**config.mk**
```make
export PLATFORM = sky130hd
export DESIGN_NAME = fetch_stage
export DESIGN_NICKNAME = d
export VERILOG_FILES = /design/src/rtl/fetch_stage_pkg.sv /design/src/rtl/fetch_stage_if_id_reg.sv /design/src/rtl/fetch_stage.sv
export SDC_FILE = /design/constraint.sdc
export NUM_CORES = 1
export LEC_CHECK = 0
export ABC_AREA = 0
export BUFFER_PORTS_ARGS = -buffer_cell sky130_fd_sc_hd__buf_2
export CORE_UTILIZATION = 55
export DETAILED_ROUTE_END_ITERATION = 6
export GPL_TIMING_DRIVEN = 0
export PLACE_DENSITY = 0.85
export SLEW_MARGIN = 10
export SYNTH_ARGS = -nofsm -noshare
export SYNTH_HDL_FRONTEND = slang
export SYNTH_HIERARCHICAL = 1
export SYNTH_SLANG_ARGS = --single-unit
```
**constraint.sdc**
```tcl
create_clock -name clk -period 2.9 [get_ports clk]
set_input_delay 0.58 -clock clk [delete_from_list [all_inputs] [get_ports clk]]
set_output_delay 0.58 -clock clk [all_outputs]
set_load 0.02 [all_outputs]
```
**src/rtl/fetch_stage_pkg.sv**
```systemverilog
//------------------------------------------------------------------------------
// fetch_stage_pkg : shared constants, state encodings and helpers for the
//                   MIPS instruction-fetch stage.
// Revision: 1.0
//------------------------------------------------------------------------------
`default_nettype none

package fetch_stage_pkg;

    localparam logic [31:0] c_reset_pc      = 32'h0000_3000;
    localparam logic [31:0] c_nop_word      = 32'h0000_0000;
    localparam logic [31:0] c_pc_align_mask = 32'hFFFF_FFFC;

    localparam logic [0:0] c_st_req  = 1'b0;
    localparam logic [0:0] c_st_hold = 1'b1;

    typedef struct packed {
        logic [31:0] pc;
        logic [31:0] instr;
        logic        valid;
    } if_id_t;

    function automatic logic [31:0] align_pc(input logic [31:0] addr);
        return addr & c_pc_align_mask;
    endfunction

endpackage

`default_nettype wire

```
**src/rtl/fetch_stage_if_id_reg.sv**
```systemverilog
//------------------------------------------------------------------------------
// fetch_stage_if_id_reg : IF/ID pipeline register with load/bubble/hold and
//                         flush-over-everything priority.
// Revision: 1.0
//------------------------------------------------------------------------------
`default_nettype none

module fetch_stage_if_id_reg
    import fetch_stage_pkg::*;
#(
    parameter logic [31:0] NOP_WORD = c_nop_word
) (
    input  logic        clk,
    input  logic        rst_n,
    input  logic        i_load,
    input  logic        i_bubble,
    input  logic        i_flush,
    input  logic [31:0] i_pc,
    input  logic [31:0] i_instr,
    output logic [31:0] o_pc,
    output logic [31:0] o_instr,
    output logic        o_valid
);

    if_id_t r_if_id;

    // Flush beats a pending load, so the dropped instruction never reaches decode.
    always_ff @(posedge clk or negedge rst_n) begin
        if (!rst_n) begin
            r_if_id <= '{pc: 32'h0, instr: NOP_WORD, valid: 1'b0};
        end else if (i_flush) begin
            r_if_id <= '{pc: 32'h0, instr: NOP_WORD, valid: 1'b0};
        end else if (i_load) begin
            r_if_id <= '{pc: i_pc, instr: i_instr, valid: 1'b1};
        end else if (i_bubble) begin
            r_if_id <= '{pc: i_pc, instr: NOP_WORD, valid: 1'b0};
        end
    end

    assign o_pc    = r_if_id.pc;
    assign o_instr = r_if_id.instr;
    assign o_valid = r_if_id.valid;

endmodule

`default_nettype wire

```
**src/rtl/fetch_stage.sv**
```systemverilog
//------------------------------------------------------------------------------
// fetch_stage : MIPS IF stage - PC register, req/ack fetch FSM, parked word
//               for stalls, and the accepted-instruction counter.
// Revision: 1.0
//------------------------------------------------------------------------------
`default_nettype none

module fetch_stage
    import fetch_stage_pkg::*;
#(
    parameter logic [31:0] RESET_PC = c_reset_pc,
    parameter logic [31:0] NOP_WORD = c_nop_word
) (
    input  logic        clk,
    input  logic        reset,
    input  logic [31:0] next_pc,
    input  logic        stall,
    input  logic        flush,
    output logic        imem_req,
    output logic [31:0] imem_addr,
    input  logic        imem_ack,
    input  logic [31:0] imem_rdata,
    output logic [31:0] pc,
    output logic [31:0] pc_id,
    output logic [31:0] instr_id,
    output logic        valid_id,
    output logic [31:0] fetch_count
);

    logic [0:0]  r_state;
    logic [31:0] r_pc;
    logic [31:0] r_hold_instr;
    logic [31:0] r_fetch_count;

    logic        w_in_req;
    logic        w_ack;
    logic        w_advance;
    logic        w_park;
    logic        w_bubble;
    logic [31:0] w_deliver_instr;

    assign w_in_req = (r_state == c_st_req);
    assign w_ack    = w_in_req & imem_ack;

    // An instruction leaves the stage either straight from memory or from the parked slot.
    assign w_advance       = w_in_req ? (w_ack & ~stall) : ~stall;
    assign w_park          = w_ack & stall;
    assign w_bubble        = w_in_req & ~imem_ack & ~stall;
    assign w_deliver_instr = w_in_req ? imem_rdata : r_hold_instr;

    always_ff @(posedge clk or negedge reset) begin
        if (!reset) begin
            r_state       <= c_st_req;
            r_pc          <= RESET_PC;
            r_hold_instr  <= NOP_WORD;
            r_fetch_count <= 32'h0;
        end else begin
            if (w_park) begin
                r_state      <= c_st_hold;
                r_hold_instr <= imem_rdata;
            end else if (!w_in_req && !stall) begin
                r_state <= c_st_req;
            end

            if (w_advance) begin
                r_pc <= align_pc(next_pc);
            end

            if (w_advance && !flush) begin
                r_fetch_count <= r_fetch_count + 32'd1;
            end
        end
    end

    fetch_stage_if_id_reg #(
        .NOP_WORD (NOP_WORD)
    ) u_if_id (
        .clk      (clk),
        .rst_n    (reset),
        .i_load   (w_advance),
        .i_bubble (w_bubble),
        .i_flush  (flush),
        .i_pc     (r_pc),
        .i_instr  (w_deliver_instr),
        .o_pc     (pc_id),
        .o_instr  (instr_id),
        .o_valid  (valid_id)
    );

    // Request is gated by reset directly so it drops the instant reset asserts.
    assign imem_req    = w_in_req & reset;
    assign imem_addr   = r_pc;
    assign pc          = r_pc;
    assign fetch_count = r_fetch_count;

endmodule

`default_nettype wire

```
# --- Word level (Yosys, flattened, before mapping) ---
# Index checks and enable logic that the tools add are counted.
word_totals:
  reg_bits: 160
  inputBits: 69
  wordCells: 30
  out_inout_bits: 162
classes:
  n_addsub: 1
  mux: 7
  reduce_logical: 6
  bitwise: 9
ops:
  columns: ["op", "count"]
  rows:
  - ["$mux W65", 3]
  - ["$add A32 B1 Y32 const B", 1]
  - ["$mux W32", 1]
  - ["$and A1 B1 Y1", 6]
  - ["$mux W1", 3]
  - ["$not A1 Y1", 3]
  - ["$reduce_bool A3 Y1", 1]
  - ["$logic_and A1 B1 Y1", 2]
  - ["$logic_not A1 Y1", 2]
  - ["$reduce_bool A2 Y1", 1]

# --- Logic depth before layout (Yosys ltp) ---
logic_depth:
  word_depth: 6
  depth_mapped: 8
  ltp_nobuf: 5

# --- Hierarchy ---
# The synthesis kept the hierarchy.
by_module_without_submodules:
  columns: ["mod", "seq_area_each_um2", "n_inst", "cells_each", "area_per_inst_um2"]
  rows:
  - ["fetch_stage", 2379.8, 1, 403, 4469.3]
  - ["fetch_stage_if_id_reg", 1626.6, 1, 227, 2717.6]

# --- Worst setup path after synthesis ---
# Ideal clock, no wire load.
synth_timing:
  path_type: "in2reg"
  from: "input port stall"
  to: "register u_if_id.r_if_id, in the netlist u_if_id/o_instr[10]"
  path_slack_ns: 0.919
  setup_ns: 0.122
  arrival_ns: 1.860
  path_buffers: 3
  required_ns: 2.778
  cell_stages: 7
  path_cell_list: "o21bai_4 inv_1 clkbuf_1 buf_6 nor2_1 buf_2 a32o_1"
synth_via:
  elab_chain_cells: 5
  elab_cells_between_ends: 7
  classes_between: "3 x mux; 3 x bitwise; 1 x reduce/logical"
synth_rtl:
  columns: ["item", "line_no", "text"]
  rows:
  - ["from (decl)", "fetch_stage.sv:17", "input logic stall,"]
  - ["$not A1 Y1 *", "fetch_stage.sv:46", "assign w_advance = w_in_req ? (w_ack & ~stall) : ~stall;"]
  - ["$and A1 B1 Y1", "fetch_stage.sv:46", null]
  - ["$mux W1 *", "fetch_stage.sv:46", null]
  - ["via w_advance", "fetch_stage.sv:37", "logic w_advance;"]
  - ["$mux W65", "fetch_stage_if_id_reg.sv:33", "end else if (i_load) begin"]
  - ["$mux W65", "fetch_stage_if_id_reg.sv:31", "end else if (i_flush) begin"]
  - ["to (signal assigned)", "fetch_stage_if_id_reg.sv:30", "r_if_id <= '{pc: 32'h0, instr: NOP_WORD, valid: 1'b0};"]
  - ["to (signal assigned)", "fetch_stage_if_id_reg.sv:32", "r_if_id <= '{pc: 32'h0, instr: NOP_WORD, valid: 1'b0};"]
  - ["to (signal assigned)", "fetch_stage_if_id_reg.sv:34", "r_if_id <= '{pc: i_pc, instr: i_instr, valid: 1'b1};"]
  - ["to (decl)", "fetch_stage_if_id_reg.sv:25", "if_id_t r_if_id;"]
# The timed path passes the listed nets; every way through them passes the cells marked *.
# A chain may end at the register's enable or synchronous reset.

# --- Worst setup path after layout ---
layout_timing:
  from: "register r_state"
  to: "register u_if_id.r_if_id, in the netlist u_if_id/o_instr[26]"
layout_via:
  elab_chain_cells: 6
  elab_cells_between_ends: 10
  classes_between: "4 x mux; 5 x bitwise; 1 x reduce/logical"
layout_rtl:
  columns: ["item", "line_no", "text"]
  rows:
  - ["from (decl)", "fetch_stage.sv:30", "logic [0:0] r_state;"]
  - ["from (signal assigned)", "fetch_stage.sv:53", "r_state <= c_st_req;"]
  - ["from (signal assigned)", "fetch_stage.sv:59", "r_state <= c_st_hold;"]
  - ["from (signal assigned)", "fetch_stage.sv:62", "r_state <= c_st_req;"]
  - ["$not A1 Y1", "fetch_stage.sv:42", "assign w_in_req = (r_state == c_st_req);"]
  - ["$and A1 B1 Y1", "fetch_stage.sv:43", "assign w_ack = w_in_req & imem_ack;"]
  - ["$and A1 B1 Y1", "fetch_stage.sv:46", null]
  - ["$mux W1 *", "fetch_stage.sv:46", null]
  - ["via w_advance", "fetch_stage.sv:37", null]
  - ["$mux W65", "fetch_stage_if_id_reg.sv:33", null]
  - ["$mux W65", "fetch_stage_if_id_reg.sv:31", null]
# Marked as above.

==> run_results.csv <==
group,metric,value,unit
logic_synthesis,synth_cells,630,
routing,drc,0,
global_routing,grt_pass1_vias,5523,
worst_setup_path,r2r_setup_slack,0.43,ns
logic_synthesis,synth_edf_count,0,
sta,drv_slew,0,
logic_synthesis,synthArstFlopShare,1.00,
worst_setup_path,critPathLaunchType,"register",
clocking,postCtsSetupBuffers,0,
logic_synthesis,yosysWarnings,6,
sta,hold_viol,0,
clocking,cts.sinks,160,
sta,period_needed,2.47,ns
routing,postRouteAntennaNets,0,
cells_and_area,stdcell_area,9220,sq um
cells_and_area,drive_gt1_frac,0.423,
logic_synthesis,synthFlopType,"dfrtp_1",
place,numPortBuffers,224,
logic_synthesis,synth_area_per_cell,11.4,sq um
logic_synthesis,synth.top_cell.area_share,0.550,
worst_setup_path,end_kind,"register",
logic_synthesis,yosys.area.top_type,"dfrtp_1",
global_routing,grt_usage,0.270,
sta,setup_viol_count_final,0,
power,p_total,6260,uW
global_routing,antenna_found_initial,0,
logic_synthesis,ys_ff_latch,160,
worst_setup_path,crit_type,"register to register",
logic_synthesis,ys_seq_area_frac,0.557,
logic_synthesis,synth_area_leaders,"dfrtp_1 55%, mux2_2 10%, nand2_1 5.2%",
sta,max-slew-margin-rel,0.499,
routing,drt_iter0_drc,386,
clocking,clockRootBuffer,"clkbuf_16",
clocking,clkLatencyLatePin,0.43,ns
routing,wl_per_cell,16.7,microns
power,max-vdd-ir-drop,0.000431,V
cells_and_area,antenna_cells,0,
hold_path,hold_class,"input port to async pin",
global_routing,grt_pass1_wl,27500,microns
place,placed_area,8580,sq um
cells_and_area,areaGrowthSynthToFinish,28.3,%
die,die_y,116,microns
routing,viasPerCell,5.43,
place,dpl.hpwl,12300,microns
sta,max_freq,404,MHz
sta,hold_ws,0.124,ns
sta,rsz0062_at_grt,"no",
sta,fin_skew,0.00551,ns
clocking,h-tree-depth,4,
clocking,clk_pin_slew,0.06,ns
power,power_density,679,nW/um^2
die,fp.dieW,116,microns
die,start_util,0.567,
worst_setup_path,crit_arrival,2.83,ns
die,die_area,13500,sq um
run_status,status,"finished, final reports clean",
power,power.leakage,0.00467,uW
die,core,12700,sq um
worst_setup_path,slowest_stage,"dfrtp_1",
cells_and_area,nets,949,
place,place_congestion,0.823,
clocking,ctsResizeCount,0,
sta,timing.final.crit_share,0.853,
routing,drt-pass1-iter-count,4,
global_routing,grt_overflow,0,
flow_run,drv_cap,0,
die,ios,231,
cells_and_area,fin_util,0.728,
global_routing,grt_max_degree,83,
worst_setup_path,worstPathCellList,"buf_4 > o21bai_4 > inv_1 > clkbuf_1 > buf_6 > nor2_1 > buf_2 > a32o_1",
worst_setup_path,cpPeakStageDelay,0.36,ns
clocking,cts_made_buffers,17,
logic_synthesis,synth_cell_types,35,
routing,finalWirelength,17800,microns
logic_synthesis,synth_area,7190,sq um
clocking,postCtsHoldBufs,0,
clocking,clockBufferDepth,2,
routing,vias,5775,
worst_setup_path,crit_fanout,14,
die,rows,41,
sta,fin_tns_setup,0,ns
sta,tightest_slew,0.745,ns
clocking,cts_tree,"done",
worst_setup_path,rr_worst_depth,8,
worst_setup_path,cp.required,3.26,ns
[metal layers]
metal  up-vias  GRT usage  part of all wire  routed length, microns
met2       207      0.458              0.50                    8910
met3        37     0.0612             0.053                     948
met5         -          0                 0                       0
met1      2841      0.335              0.42                    7480
met4         0      0.113             0.025                     437
li1       2690          -                 -                       -
[synth_stat cells, types with 7 or more instances]
master    count
mux2_2       65
nand4_1      20
clkbuf_1     23
nand3_1       8
xor2_1        7
or3b_1       32
o21ai_0      32
buf_4        35
nor2_1       10
dfrtp_1     158
nand2_1     100
buf_2        12
a32o_1       32
xnor2_1      24
a21oi_1      33
[kinds of logic (layout without fill, tap and decap cells)]
group	Yosys count	after routing	synth area share
AND/OR/NAND/NOR	194	194	0.143
flip-flops	160	160	0.557
AO/OA/AOI/OAI	98	98	0.0924
buffers and inverters	80	336	0.0655
multiplexers	65	65	0.102
XOR/XNOR	31	31	0.0378
adder cells (fa/ha/maj)	1	1	0.00174
other	1	6	0.000522
[metrics by stage]
step,cells,setup WS [ns]
4_1_cts,1063,0.413
6_report,1063,0.426
3_5_place_dp,1032,0.286
3_3_place_gp,1031,-1.38
5_1_grt,1063,0.231
2_1_floorplan,635,0.919
[sequential cells by signal, summed over array words and instances, names as in the netlist]
register         flops
u_if_id/o_instr     32
r_state              1
fetch_count         32
u_if_id/o_pc        32
u_if_id/o_valid      1
imem_addr           30
r_hold_instr        32
[area by class of cell]
cell class,count,area (sq um)
inverter,4,15.0
clock buffer,20,457
multi-input combinational,395,2730
clock inverter,11,186
sequential,160,4010
timing repair buffer,225,1160
fill,926,3450
tap,172,215
buffer,76,455
[where the power goes]
| part | internal [uW] | total [uW] | switching (uW) |
|---|---|---|---|
| combinational | 497 | 1170 | 675 |
| clock | 1560 | 2430 | 869 |
| sequential | 2470 | 2660 | 183 |
| total | 4530 | 6260 | 1730 |
[placed cells by master, fill, tap and decap left out, types with 17 or more instances in the layout]
cell	Yosys	final
buf_2	12	235
dfrtp_1	158	158
nand2_1	100	100
mux2_2	65	65
buf_4	35	35
a21oi_1	33	33
or3b_1	32	32
o21ai_0	32	32
a32o_1	32	32
clkbuf_1	23	24
xnor2_1	24	24
nand4_1	20	20
clkbuf_16	0	17
[critical path, delay by kind of cell (launching register included)]
kind	cells	cell delay, ns
flops	1	0.36
simple gates	1	0.29
compound gates	2	0.50
buf+inv	5	1.25
[path summary, 6_finish.rpt]
check | from | endpoint
max | r_state$_DFFE_PN0P_ | u_if_id/o_instr[26]$_DFFE_PN0P_
min | reset | r_hold_instr[17]$_DFFE_PN0P_
max reg2reg | r_state$_DFFE_PN0P_ | u_if_id/o_instr[26]$_DFFE_PN0P_
min reg2reg | imem_addr[12]$_DFFE_PN1P_ | imem_addr[12]$_DFFE_PN1P_
max in group asynchronous | reset | fetch_count[30]$_DFFE_PN0P_
min in group clk | next_pc[16] | imem_addr[16]$_DFFE_PN0P_
Note: power is estimated with default switching activity, not from simulation.
